### src/rtl/mio_bus_ctrl_pkg.sv
// Shared definitions for the memory/IO bus controller.
//   - Address-map bases, masks and timer register offsets.
//   - Bus FSM state encoding.
//   - Decode target encoding and the address decode helper.
package mio_bus_ctrl_pkg;

    localparam logic [31:0] RAM_BASE    = 32'h0000_0000;
    localparam logic [31:0] GPIO_BASE   = 32'hE000_0000;
    localparam logic [31:0] TIMER_BASE  = 32'hF000_0000;
    localparam logic [31:0] TMR_CNT_OFS = 32'h0000_0000;
    localparam logic [31:0] TMR_CTL_OFS = 32'h0000_0004;

    typedef enum logic [1:0] {
        ST_IDLE   = 2'd0,
        ST_RAM_RD = 2'd1,
        ST_RAM_WR = 2'd2,
        ST_ACK    = 2'd3
    } state_t;

    typedef enum logic [2:0] {
        TGT_RAM  = 3'd0,
        TGT_GPIO = 3'd1,
        TGT_TCNT = 3'd2,
        TGT_TCTL = 3'd3,
        TGT_NONE = 3'd4
    } target_t;

    // Mask selecting the address bits above the RAM window (4 * 2^aw bytes).
    function automatic logic [31:0] ram_win_mask(input int aw);
        return 32'hFFFF_FFFF << (aw + 2);
    endfunction

    // Peripheral registers are matched on the full address; any other
    // address outside the RAM window is unmapped.
    function automatic target_t decode(input logic [31:0] addr, input int aw);
        target_t t;
        if ((addr & ram_win_mask(aw)) == RAM_BASE)
            t = TGT_RAM;
        else if (addr == GPIO_BASE)
            t = TGT_GPIO;
        else if (addr == (TIMER_BASE | TMR_CNT_OFS))
            t = TGT_TCNT;
        else if (addr == (TIMER_BASE | TMR_CTL_OFS))
            t = TGT_TCTL;
        else
            t = TGT_NONE;
        return t;
    endfunction

endpackage

### src/rtl/mio_bus_ctrl_timer.sv
// mio_timer: 32-bit down-counting timer with a sticky expiry flag.
// Ports:
//   clk, reset          clock, asynchronous active-high reset
//   cnt_we_i/_wdata_i   load the count (wins over a same-cycle decrement)
//   ctl_we_i/en_wdata_i write the enable bit
//   irq_clr_i           clear the sticky flag (a same-cycle set wins)
//   count_o, enable_o, irq_o  current timer state
module mio_timer
    import mio_bus_ctrl_pkg::*;
(
    input  logic        clk,
    input  logic        reset,
    input  logic        cnt_we_i,
    input  logic [31:0] cnt_wdata_i,
    input  logic        ctl_we_i,
    input  logic        en_wdata_i,
    input  logic        irq_clr_i,
    output logic [31:0] count_o,
    output logic        enable_o,
    output logic        irq_o
);

    logic [31:0] count_q, count_d;
    logic        enable_q, enable_d;
    logic        irq_q, irq_d;

    always_comb begin
        count_d  = count_q;
        enable_d = enable_q;
        irq_d    = irq_q;
        if (ctl_we_i)
            enable_d = en_wdata_i;
        if (irq_clr_i)
            irq_d = 1'b0;
        if (cnt_we_i) begin
            count_d = cnt_wdata_i;
        end else if (enable_q) begin
            // Wraps naturally from 0 to 0xFFFF_FFFF; only 1->0 flags expiry.
            count_d = count_q - 32'd1;
            if (count_q == 32'd1)
                irq_d = 1'b1;
        end
    end

    always_ff @(posedge clk or posedge reset) begin
        if (reset) begin
            count_q  <= 32'd0;
            enable_q <= 1'b0;
            irq_q    <= 1'b0;
        end else begin
            count_q  <= count_d;
            enable_q <= enable_d;
            irq_q    <= irq_d;
        end
    end

    assign count_o  = count_q;
    assign enable_o = enable_q;
    assign irq_o    = irq_q;

endmodule

### src/rtl/mio_bus_ctrl.sv
// mio_bus_ctrl: data-side bus controller between the CPU core and the
// RAM / GPIO / timer targets. One transaction at a time; MIO_ready pulses
// for one cycle with Data_in valid when the access completes.
// Ports:
//   clk, reset                     clock, asynchronous active-high reset
//   CPU_MIO, mem_w, Addr_out,
//   Data_out                       CPU request
//   Data_in, MIO_ready             completion data and pulse to the CPU
//   ram_en, ram_we, ram_addr,
//   ram_din, ram_dout              synchronous RAM port
//   sw_in, led_out                 GPIO switches and LED register
//   timer_irq                      sticky timer-expired flag
//   bus_err                        pulse on an unmapped access
module mio_bus_ctrl
    import mio_bus_ctrl_pkg::*;
#(
    parameter int          RAM_LAT  = 2,
    parameter int          RAM_AW   = 10,
    parameter logic [31:0] GPIO_RST = 32'h0000_0000
) (
    input  logic              clk,
    input  logic              reset,
    input  logic              CPU_MIO,
    input  logic              mem_w,
    input  logic [31:0]       Addr_out,
    input  logic [31:0]       Data_out,
    output logic [31:0]       Data_in,
    output logic              MIO_ready,
    output logic              ram_en,
    output logic              ram_we,
    output logic [RAM_AW-1:0] ram_addr,
    output logic [31:0]       ram_din,
    input  logic [31:0]       ram_dout,
    input  logic [15:0]       sw_in,
    output logic [31:0]       led_out,
    output logic              timer_irq,
    output logic              bus_err
);

    localparam logic [2:0] LAT_LAST = 3'(RAM_LAT);

    state_t            state_q;
    logic [RAM_AW-1:0] addr_q;
    logic [31:0]       wdata_q;
    logic [2:0]        lat_q;
    logic              mio_ready_q, ram_en_q, ram_we_q, bus_err_q;
    logic [31:0]       data_in_q, led_q;

    target_t     req_tgt;
    logic        accept;
    logic [31:0] periph_rdata;
    logic [31:0] tmr_count;
    logic        tmr_en, tmr_irq;

    assign req_tgt = decode(Addr_out, RAM_AW);
    assign accept  = (state_q == ST_IDLE) && CPU_MIO;

    // Peripheral side effects happen on the accept edge itself.
    mio_timer u_timer (
        .clk         (clk),
        .reset       (reset),
        .cnt_we_i    (accept && mem_w && (req_tgt == TGT_TCNT)),
        .cnt_wdata_i (Data_out),
        .ctl_we_i    (accept && mem_w && (req_tgt == TGT_TCTL)),
        .en_wdata_i  (Data_out[0]),
        .irq_clr_i   (accept && !mem_w && (req_tgt == TGT_TCTL)),
        .count_o     (tmr_count),
        .enable_o    (tmr_en),
        .irq_o       (tmr_irq)
    );

    always_comb begin
        periph_rdata = 32'd0;
        case (req_tgt)
            TGT_GPIO: periph_rdata = {16'h0000, sw_in};
            TGT_TCNT: periph_rdata = tmr_count;
            TGT_TCTL: periph_rdata = {30'd0, tmr_irq, tmr_en};
            default:  periph_rdata = 32'd0;
        endcase
    end

    always_ff @(posedge clk or posedge reset) begin
        if (reset) begin
            state_q     <= ST_IDLE;
            addr_q      <= '0;
            wdata_q     <= 32'd0;
            lat_q       <= 3'd0;
            mio_ready_q <= 1'b0;
            ram_en_q    <= 1'b0;
            ram_we_q    <= 1'b0;
            bus_err_q   <= 1'b0;
            data_in_q   <= 32'd0;
            led_q       <= GPIO_RST;
        end else begin
            // Pulse outputs default low; Data_in is only non-zero during ACK.
            mio_ready_q <= 1'b0;
            ram_en_q    <= 1'b0;
            ram_we_q    <= 1'b0;
            bus_err_q   <= 1'b0;
            data_in_q   <= 32'd0;
            case (state_q)
                ST_IDLE: begin
                    if (CPU_MIO) begin
                        addr_q  <= Addr_out[RAM_AW+1:2];
                        wdata_q <= Data_out;
                        if (req_tgt == TGT_RAM) begin
                            // RAM strobes are high for the first cycle only.
                            ram_en_q <= 1'b1;
                            ram_we_q <= mem_w;
                            lat_q    <= 3'd0;
                            state_q  <= mem_w ? ST_RAM_WR : ST_RAM_RD;
                        end else begin
                            mio_ready_q <= 1'b1;
                            bus_err_q   <= (req_tgt == TGT_NONE);
                            if (!mem_w)
                                data_in_q <= periph_rdata;
                            if (mem_w && (req_tgt == TGT_GPIO))
                                led_q <= Data_out;
                            state_q <= ST_ACK;
                        end
                    end
                end
                ST_RAM_WR: begin
                    mio_ready_q <= 1'b1;
                    state_q     <= ST_ACK;
                end
                ST_RAM_RD: begin
                    // lat_q reaches RAM_LAT on the edge where ram_dout is valid.
                    if (lat_q == LAT_LAST) begin
                        data_in_q   <= ram_dout;
                        mio_ready_q <= 1'b1;
                        state_q     <= ST_ACK;
                    end else begin
                        lat_q <= lat_q + 3'd1;
                    end
                end
                ST_ACK: begin
                    state_q <= ST_IDLE;
                end
                default: begin
                    state_q <= ST_IDLE;
                end
            endcase
        end
    end

    assign Data_in   = data_in_q;
    assign MIO_ready = mio_ready_q;
    assign ram_en    = ram_en_q;
    assign ram_we    = ram_we_q;
    assign ram_addr  = addr_q;
    assign ram_din   = wdata_q;
    assign bus_err   = bus_err_q;
    assign led_out   = led_q;
    assign timer_irq = tmr_irq;

endmodule

### config.mk
export PLATFORM = sky130hd
export DESIGN_NAME = mio_bus_ctrl
export DESIGN_NICKNAME = d
export VERILOG_FILES = /design/src/rtl/mio_bus_ctrl_pkg.sv /design/src/rtl/mio_bus_ctrl_timer.sv /design/src/rtl/mio_bus_ctrl.sv
export SDC_FILE = /design/constraint.sdc
export NUM_CORES = 1
export LEC_CHECK = 0
export ABC_AREA = 0
export ABC_CLOCK_PERIOD_IN_PS = 4000
export BUFFER_PORTS_ARGS = -buffer_cell sky130_fd_sc_hd__buf_2
export CAP_MARGIN = 20
export CELL_PAD_IN_SITES_DETAIL_PLACEMENT = 0
export CELL_PAD_IN_SITES_GLOBAL_PLACEMENT = 2
export CORE_MARGIN = 8
export CORE_UTILIZATION = 29
export DETAILED_ROUTE_END_ITERATION = 16
export HOLD_SLACK_MARGIN = 0.06
export PLACE_DENSITY = 0.87
export SLEW_MARGIN = 15
export SYNTH_ARGS = -nofsm -noshare
export SYNTH_HDL_FRONTEND = slang
export SYNTH_SLANG_ARGS = --single-unit
### constraint.sdc
create_clock -name clk -period 4 [get_ports clk]
set_input_delay 0 -clock clk [delete_from_list [all_inputs] [get_ports clk]]
set_output_delay 0 -clock clk [all_outputs]
set_load 0.01 [all_outputs]
Word-level counts from Yosys, hierarchy flattened
Cells that the tools add are included.

storage, ports and cells
  register bits after elaboration = 149
  bits of input ports = 116
  output and inout port bits = 111

cells by class
  $add $sub $neg = 2
  equal/unequal tests = 16
  muxes and demuxes = 38
  bitwise logic cells = 1
  reduce and logical (&&, ||, !) cells = 17

operator list
  kind                                                                   count
  32-bit 2-to-1 mux                                                      6
  32-bit == test (second input constant)                                 3
  32-bit case mux with 3 select lines                                    1
  32-bit case mux with 2 select lines                                    1
  32-bit by 1-bit == test with 1-bit output (second input constant)      1
  32-bit logical NOT                                                     1
  32-bit by 1-bit subtractor with 32-bit output (second input constant)  1
  3-bit 2-to-1 mux                                                       7
  1-bit 2-to-1 mux                                                       16
  3-bit by 2-bit == test with 1-bit output (second input constant)       3
  2-bit 2-to-1 mux                                                       4
  2-bit case mux with 4 select lines                                     1
  4-bit AND reduction                                                    2
  1-bit logical AND                                                      7
  2-bit inequality test (second input constant)                          3
  3-bit case mux with 2 select lines                                     1
  2-bit == test (second input constant)                                  2
  2-bit AND reduction                                                    2
  2-bit nonzero test                                                     2
  3-bit by 1-bit adder with 3-bit output (second input constant)         1
  3-bit by 1-bit == test with 1-bit output (second input constant)       1
  3-bit == test (second input constant)                                  1
  3-bit logical NOT                                                      1
  1-bit case mux with 3 select lines                                     1
  5 further kinds                                                        5

Logic depth before layout (Yosys ltp)
  depth after elaboration = 11
  depth in mapped cells = 9
  gate-level depth less buffers = 7

By module
A second synthesis with hierarchy kept.

unflattened totals
  cells, all modules = 557
  area total of the unflattened synthesis = 6,660.1 um^2

by module, submodules not included
  module        times used  cells an instance  area an instance (um^2)
  mio_bus_ctrl  1           354                4,775.8
  mio_timer     1           203                1,884.3

Worst setup path after synthesis
Ideal clock, no wire load.

  path type = reg2reg
  start = reg state_q[0]
  end = reg data_in_q[10] (netlist: Data_in[10])
  setup time = 74 ps
  arrival time = 2,031 ps
  data required time = 3,926 ps
  path slack = 1,895 ps
  cell stages (with the launch flop) = 9
  buffers on the path = 2
  cells stage by stage = dfrtp_1 inv_1 ha_1 clkbuf_1 nand2_1 nor2_1 or4b_4 buf_6 o21ai_2

between the ends
  longest elaborated chain between the ends = 2

RTL lines
  element                                                                        RTL line             text
  start, declared                                                                mio_bus_ctrl.sv:42   state_t state_q;
  start signal, assigned                                                         mio_bus_ctrl.sv:111  state_q <= mem_w ? ST_RAM_WR : ST_RAM_RD;
  2-bit by 1-bit == test with 1-bit output or 2-bit logical NOT (tied branches)  mio_bus_ctrl.sv:101  case (state_q)
  32-bit case mux with 2 select lines *                                          mio_bus_ctrl.sv:101
  end signal, assigned                                                           mio_bus_ctrl.sv:116  data_in_q <= periph_rdata;
  end signal, assigned                                                           mio_bus_ctrl.sv:130  data_in_q <= ram_dout;
  end, declared                                                                  mio_bus_ctrl.sv:47   logic [31:0] data_in_q, led_q;

Every way passes the cells marked *; elsewhere a longest branch is shown, timed or not.
A chain may end at the register's enable or synchronous reset.

Worst setup path after layout
  start = in Addr_out[9]
  end = reg data_in_q[6] (netlist: Data_in[6])

between the ends
  longest elaborated chain between the ends = 11

RTL lines
  element                                                                                               RTL line                text
  start, declared                                                                                       mio_bus_ctrl.sv:25      input logic [31:0] Addr_out,
  32-bit == test                                                                                        mio_bus_ctrl_pkg.sv:43  else if (addr == (TIMER_BASE | TMR_CTL_OFS))
  3-bit 2-to-1 mux                                                                                      mio_bus_ctrl_pkg.sv:43
  3-bit 2-to-1 mux                                                                                      mio_bus_ctrl_pkg.sv:41  else if (addr == (TIMER_BASE | TMR_CNT_OFS))
  3-bit 2-to-1 mux *                                                                                    mio_bus_ctrl_pkg.sv:39  else if (addr == GPIO_BASE)
  3-bit 2-to-1 mux *                                                                                    mio_bus_ctrl_pkg.sv:37  if ((addr & ram_win_mask(aw)) == RAM_BASE)
  3-bit by 2-bit == test with 1-bit output or 3-bit by 1-bit == test with 1-bit output (tied branches)  mio_bus_ctrl.sv:74      case (req_tgt)
  32-bit case mux with 3 select lines                                                                   mio_bus_ctrl.sv:74
  32-bit 2-to-1 mux                                                                                     mio_bus_ctrl.sv:115     if (!mem_w)
  32-bit 2-to-1 mux *                                                                                   mio_bus_ctrl.sv:106     if (req_tgt == TGT_RAM) begin
  32-bit 2-to-1 mux *                                                                                   mio_bus_ctrl.sv:103     if (CPU_MIO) begin
  32-bit case mux with 2 select lines *                                                                 mio_bus_ctrl.sv:101

Marks and branches as above.

==> flow_metrics.env <==
export IMPL_status="finished clean"
export IMPL_numCtsBuffers=17
export IMPL_timing_final_ws_setup_ns=1.08
export IMPL_cts_setup_buffers=0
export IMPL_synth_edff_count=0
export IMPL_via_per_inst=4.65
export IMPL_postSynthAreaPerCell_sq_um=12.0
export IMPL_setup_viol=0
export IMPL_grt_pass1_vias=6013
export IMPL_routed_wl_um=21000
export IMPL_finalNonFillerCells=1176
export IMPL_synthCells=558
export IMPL_synth_net_count=683
export IMPL_async_flop_share=1.00
export IMPL_clk_latency_ns=0.43
export IMPL_hp_class="in -> reg"
export IMPL_gr_total_overflow=0
export IMPL_yosysTopAreaCellShare=0.557
export IMPL_fin_crit_sh=0.730
export IMPL_synth_warnings=0
export IMPL_final_nets=1005
export IMPL_crit_fanout=14
export IMPL_grt_max_degree=150
export IMPL_gp_congestion=0.770
export IMPL_ir_drop_mv=0.278
export IMPL_die_area_sq_um=28200
export IMPL_period_minus_slack_ns=2.92
export IMPL_finalHoldViolations=0
export IMPL_avgRoutedWirePerCell_um=17.9
export IMPL_slew_violations=0
export IMPL_ys_seq_area_frac=0.557
export IMPL_finalSetupTns_ns=0
export IMPL_finClkSkew_ns=0.0195
export IMPL_drive_gt1_frac=0.400
export IMPL_seq_power_share=0.409
export IMPL_required_ns=4.35
export IMPL_worstSetupStartpointType="primary input"
export IMPL_core_area_sq_um=22600
export IMPL_p_int_w=0.00333
export IMPL_io_buffers=226
export IMPL_maxCapViolCount=0
export IMPL_clock_sinks=149
export IMPL_synth_area_leader_cell="dfrtp_1"
export IMPL_synth_cell_types=48
export IMPL_htree_levels=4
export IMPL_first_pass_iters=4
export IMPL_num_vias=5473
export IMPL_initial_utilization=0.296
export IMPL_reg2reg_setup_slack_ns=1.26
export IMPL_n_fill_cell=2138
export IMPL_combPwrFrac=0.257
export IMPL_p_clk_frac=0.333
export IMPL_syn2layout_area_growth_pct=44.2
export IMPL_final_antenna_net_count=0
export IMPL_dpl_worst_slack_ns=1.53
export IMPL_dp_cells=1049
export IMPL_cts_resized=0
export IMPL_synth_common_cells="149 x dfrtp_1, 73 x mux2_2, 63 x nand2_1"
export IMPL_swShare=0.289
export IMPL_netSwitchingPower_w=0.00135
export IMPL_cts_tree="built"
export IMPL_max_freq_mhz=342
export IMPL_rows=55
export IMPL_power_density_nw_per_um2=485
export IMPL_yosys_cell_count_top_type="dfrtp_1"
export IMPL_endpoint_kind="flop"
export IMPL_root_buffer="clkbuf_16"
export IMPL_clk_path_buf_depth=2
export IMPL_drc=0
export IMPL_crit_type="in -> reg"
export IMPL_ys_ff_latch=149
export IMPL_path_clk_slew_ns=0.06
export IMPL_rsz0062_at_grt="false"
export IMPL_grt_usage=0.151
export IMPL_slew_headroom=0.274
export IMPL_grt_antenna_before_repair=1
export IMPL_hpwl_um=14900
export IMPL_finalInstanceArea_sq_um=9650
export IMPL_grt_pass1_wl_um=33500
export IMPL_utilization=0.426
export IMPL_chipHeight_um=168
export IMPL_io_pins=227
export IMPL_tightest_slew_ns=1.08
export IMPL_ys_top_cells_by_area="dfrtp_1 56%, mux2_2 12%, nand2_1 3.5%"
export IMPL_worst_endpoint_arrival_ns=3.28
export IMPL_netlist_area_sq_um=6690
export IMPL_dieWidth_um=168
export IMPL_dr_first_iter_drc_count=260
export IMPL_placed_cell_area_sq_um=8110
export IMPL_power_leakage_nw=4.51
export IMPL_synth_ff_type="dfrtp_1"
layout by cell type, fill, tap and decap left out, drive strengths merged, types with 3 or more instances in the layout:
master | netlist | layout
ha | 9 | 9
or3 | 5 | 5
dfrtp | 149 | 149
nor4b | 4 | 4
dlygate4sd3 | 0 | 97
buf | 7 | 232
xor2 | 6 | 6
or4 | 3 | 3
nor3b | 3 | 3
clkinvlp | 0 | 4
o31ai | 3 | 3
nor3 | 15 | 15
mux2i | 16 | 16
nand4 | 8 | 8
o21ai | 52 | 52
clkbuf | 19 | 20
xnor2 | 25 | 25
mux2 | 75 | 75
nand3 | 9 | 9
nor2 | 21 | 21
inv | 12 | 11
a22o | 17 | 17
clkinv | 0 | 4
nand2 | 63 | 63
nor4 | 19 | 19
layout make-up:
cell class | instances | area (sq um) | area share
Sequential cell | 149 | 3730 | 0.386
Multi-Input combinational cell | 371 | 2790 | 0.289
Timing Repair Buffer | 329 | 2160 | 0.224
Clock buffer | 20 | 457 | 0.0473
Tap cell | 285 | 357 | 0.0370
Clock inverter | 9 | 106 | 0.0110
Inverter | 12 | 48.8 | 0.00506
Antenna cell | 1 | 2.50 | 0.000259
cell families after synthesis:
logic type / after synthesis / share of synthesized area
flip-flops: 149 / 0.557
XOR/XNOR: 31 / 0.0406
adder cells (fa/ha/maj): 9 / 0.0168
AO/OA/AOI/OAI: 83 / 0.0821
multiplexers: 91 / 0.150
AND/OR/NAND/NOR: 157 / 0.126
buffers and inverters: 38 / 0.0271
worst max-delay path: stages:
cell	delay, ns
dlygate4sd3_1	0.55
buf_2	0.13
nor4_1	0.45
nand4_1	0.27
or2_1	0.40
or4b_4	0.70
o21ai_0	0.20
dlygate4sd3_1	0.56
routing by layer:
metal	track usage	wire [um]	vias to the layer above	share of wire
met5	0	0	-	0
met4	0.0501	380	0	0.018
met3	0.0498	1470	18	0.070
met2	0.243	9830	159	0.47
met1	0.189	9340	2670	0.44
li1	-	-	2626	-
metrics by stage:
| step | hold slack, ns | total power [W] |
|---|---|---|
| finish | 0.105 | 0.00468 |
| global route | 0.132 | 0.00495 |
| CTS | 0.0874 | 0.00475 |
| detailed placement | 0.205 | 0.00308 |
| global placement | 0.207 | 0.00306 |
| floorplan | 0.110 | 0.00260 |
final timing paths:
kind | startpoint | to | depth (start not counted)
hold reg to reg | ram_addr[0]$_DFFE_PP0P_ | ram_addr[0]$_DFFE_PP0P_ | 2
setup / recovery | Addr_out[9] | Data_in[6]$_DFF_PP0_ | 8
min in group asynchronous | reset | led_out[27]$_DFFE_PP0P_ | 4
setup reg to reg | state_q[0]$_DFFE_PP0P_ | Data_in[0]$_DFF_PP0_ | 7
hold / removal | Addr_out[18] | ram_we$_DFF_PP0_ | 5
max in group asynchronous | reset | u_timer.count_o[26]$_DFFE_PP0P_ | 4
state kept, by name, indices dropped and copies added (netlist names):
signal	flops
lat_q	3
state_q	2
MIO_ready	1
Data_in	32
bus_err	1
ram_we	1
ram_en	1
ram_din	32
led_out	32
u_timer.irq_o	1
u_timer.enable_o	1
u_timer.count_o	32
ram_addr	10
power by group through the flow:
stage                     clock, W  combinational (W)  sequential (W)
final                      0.00156            0.00120         0.00192
after global routing       0.00168            0.00132         0.00195
after CTS                  0.00161            0.00122         0.00191
after detailed placement         0            0.00114         0.00194
after global placement           0            0.00113         0.00193
after floorplan                  0           0.000538         0.00206
repair_timing:
item	4_1_cts	5_1_grt
hold endpoints to repair	296	0
setup endpoints to repair	0	0
hold buffers	97	0
(Power assumes the default switching activity.)
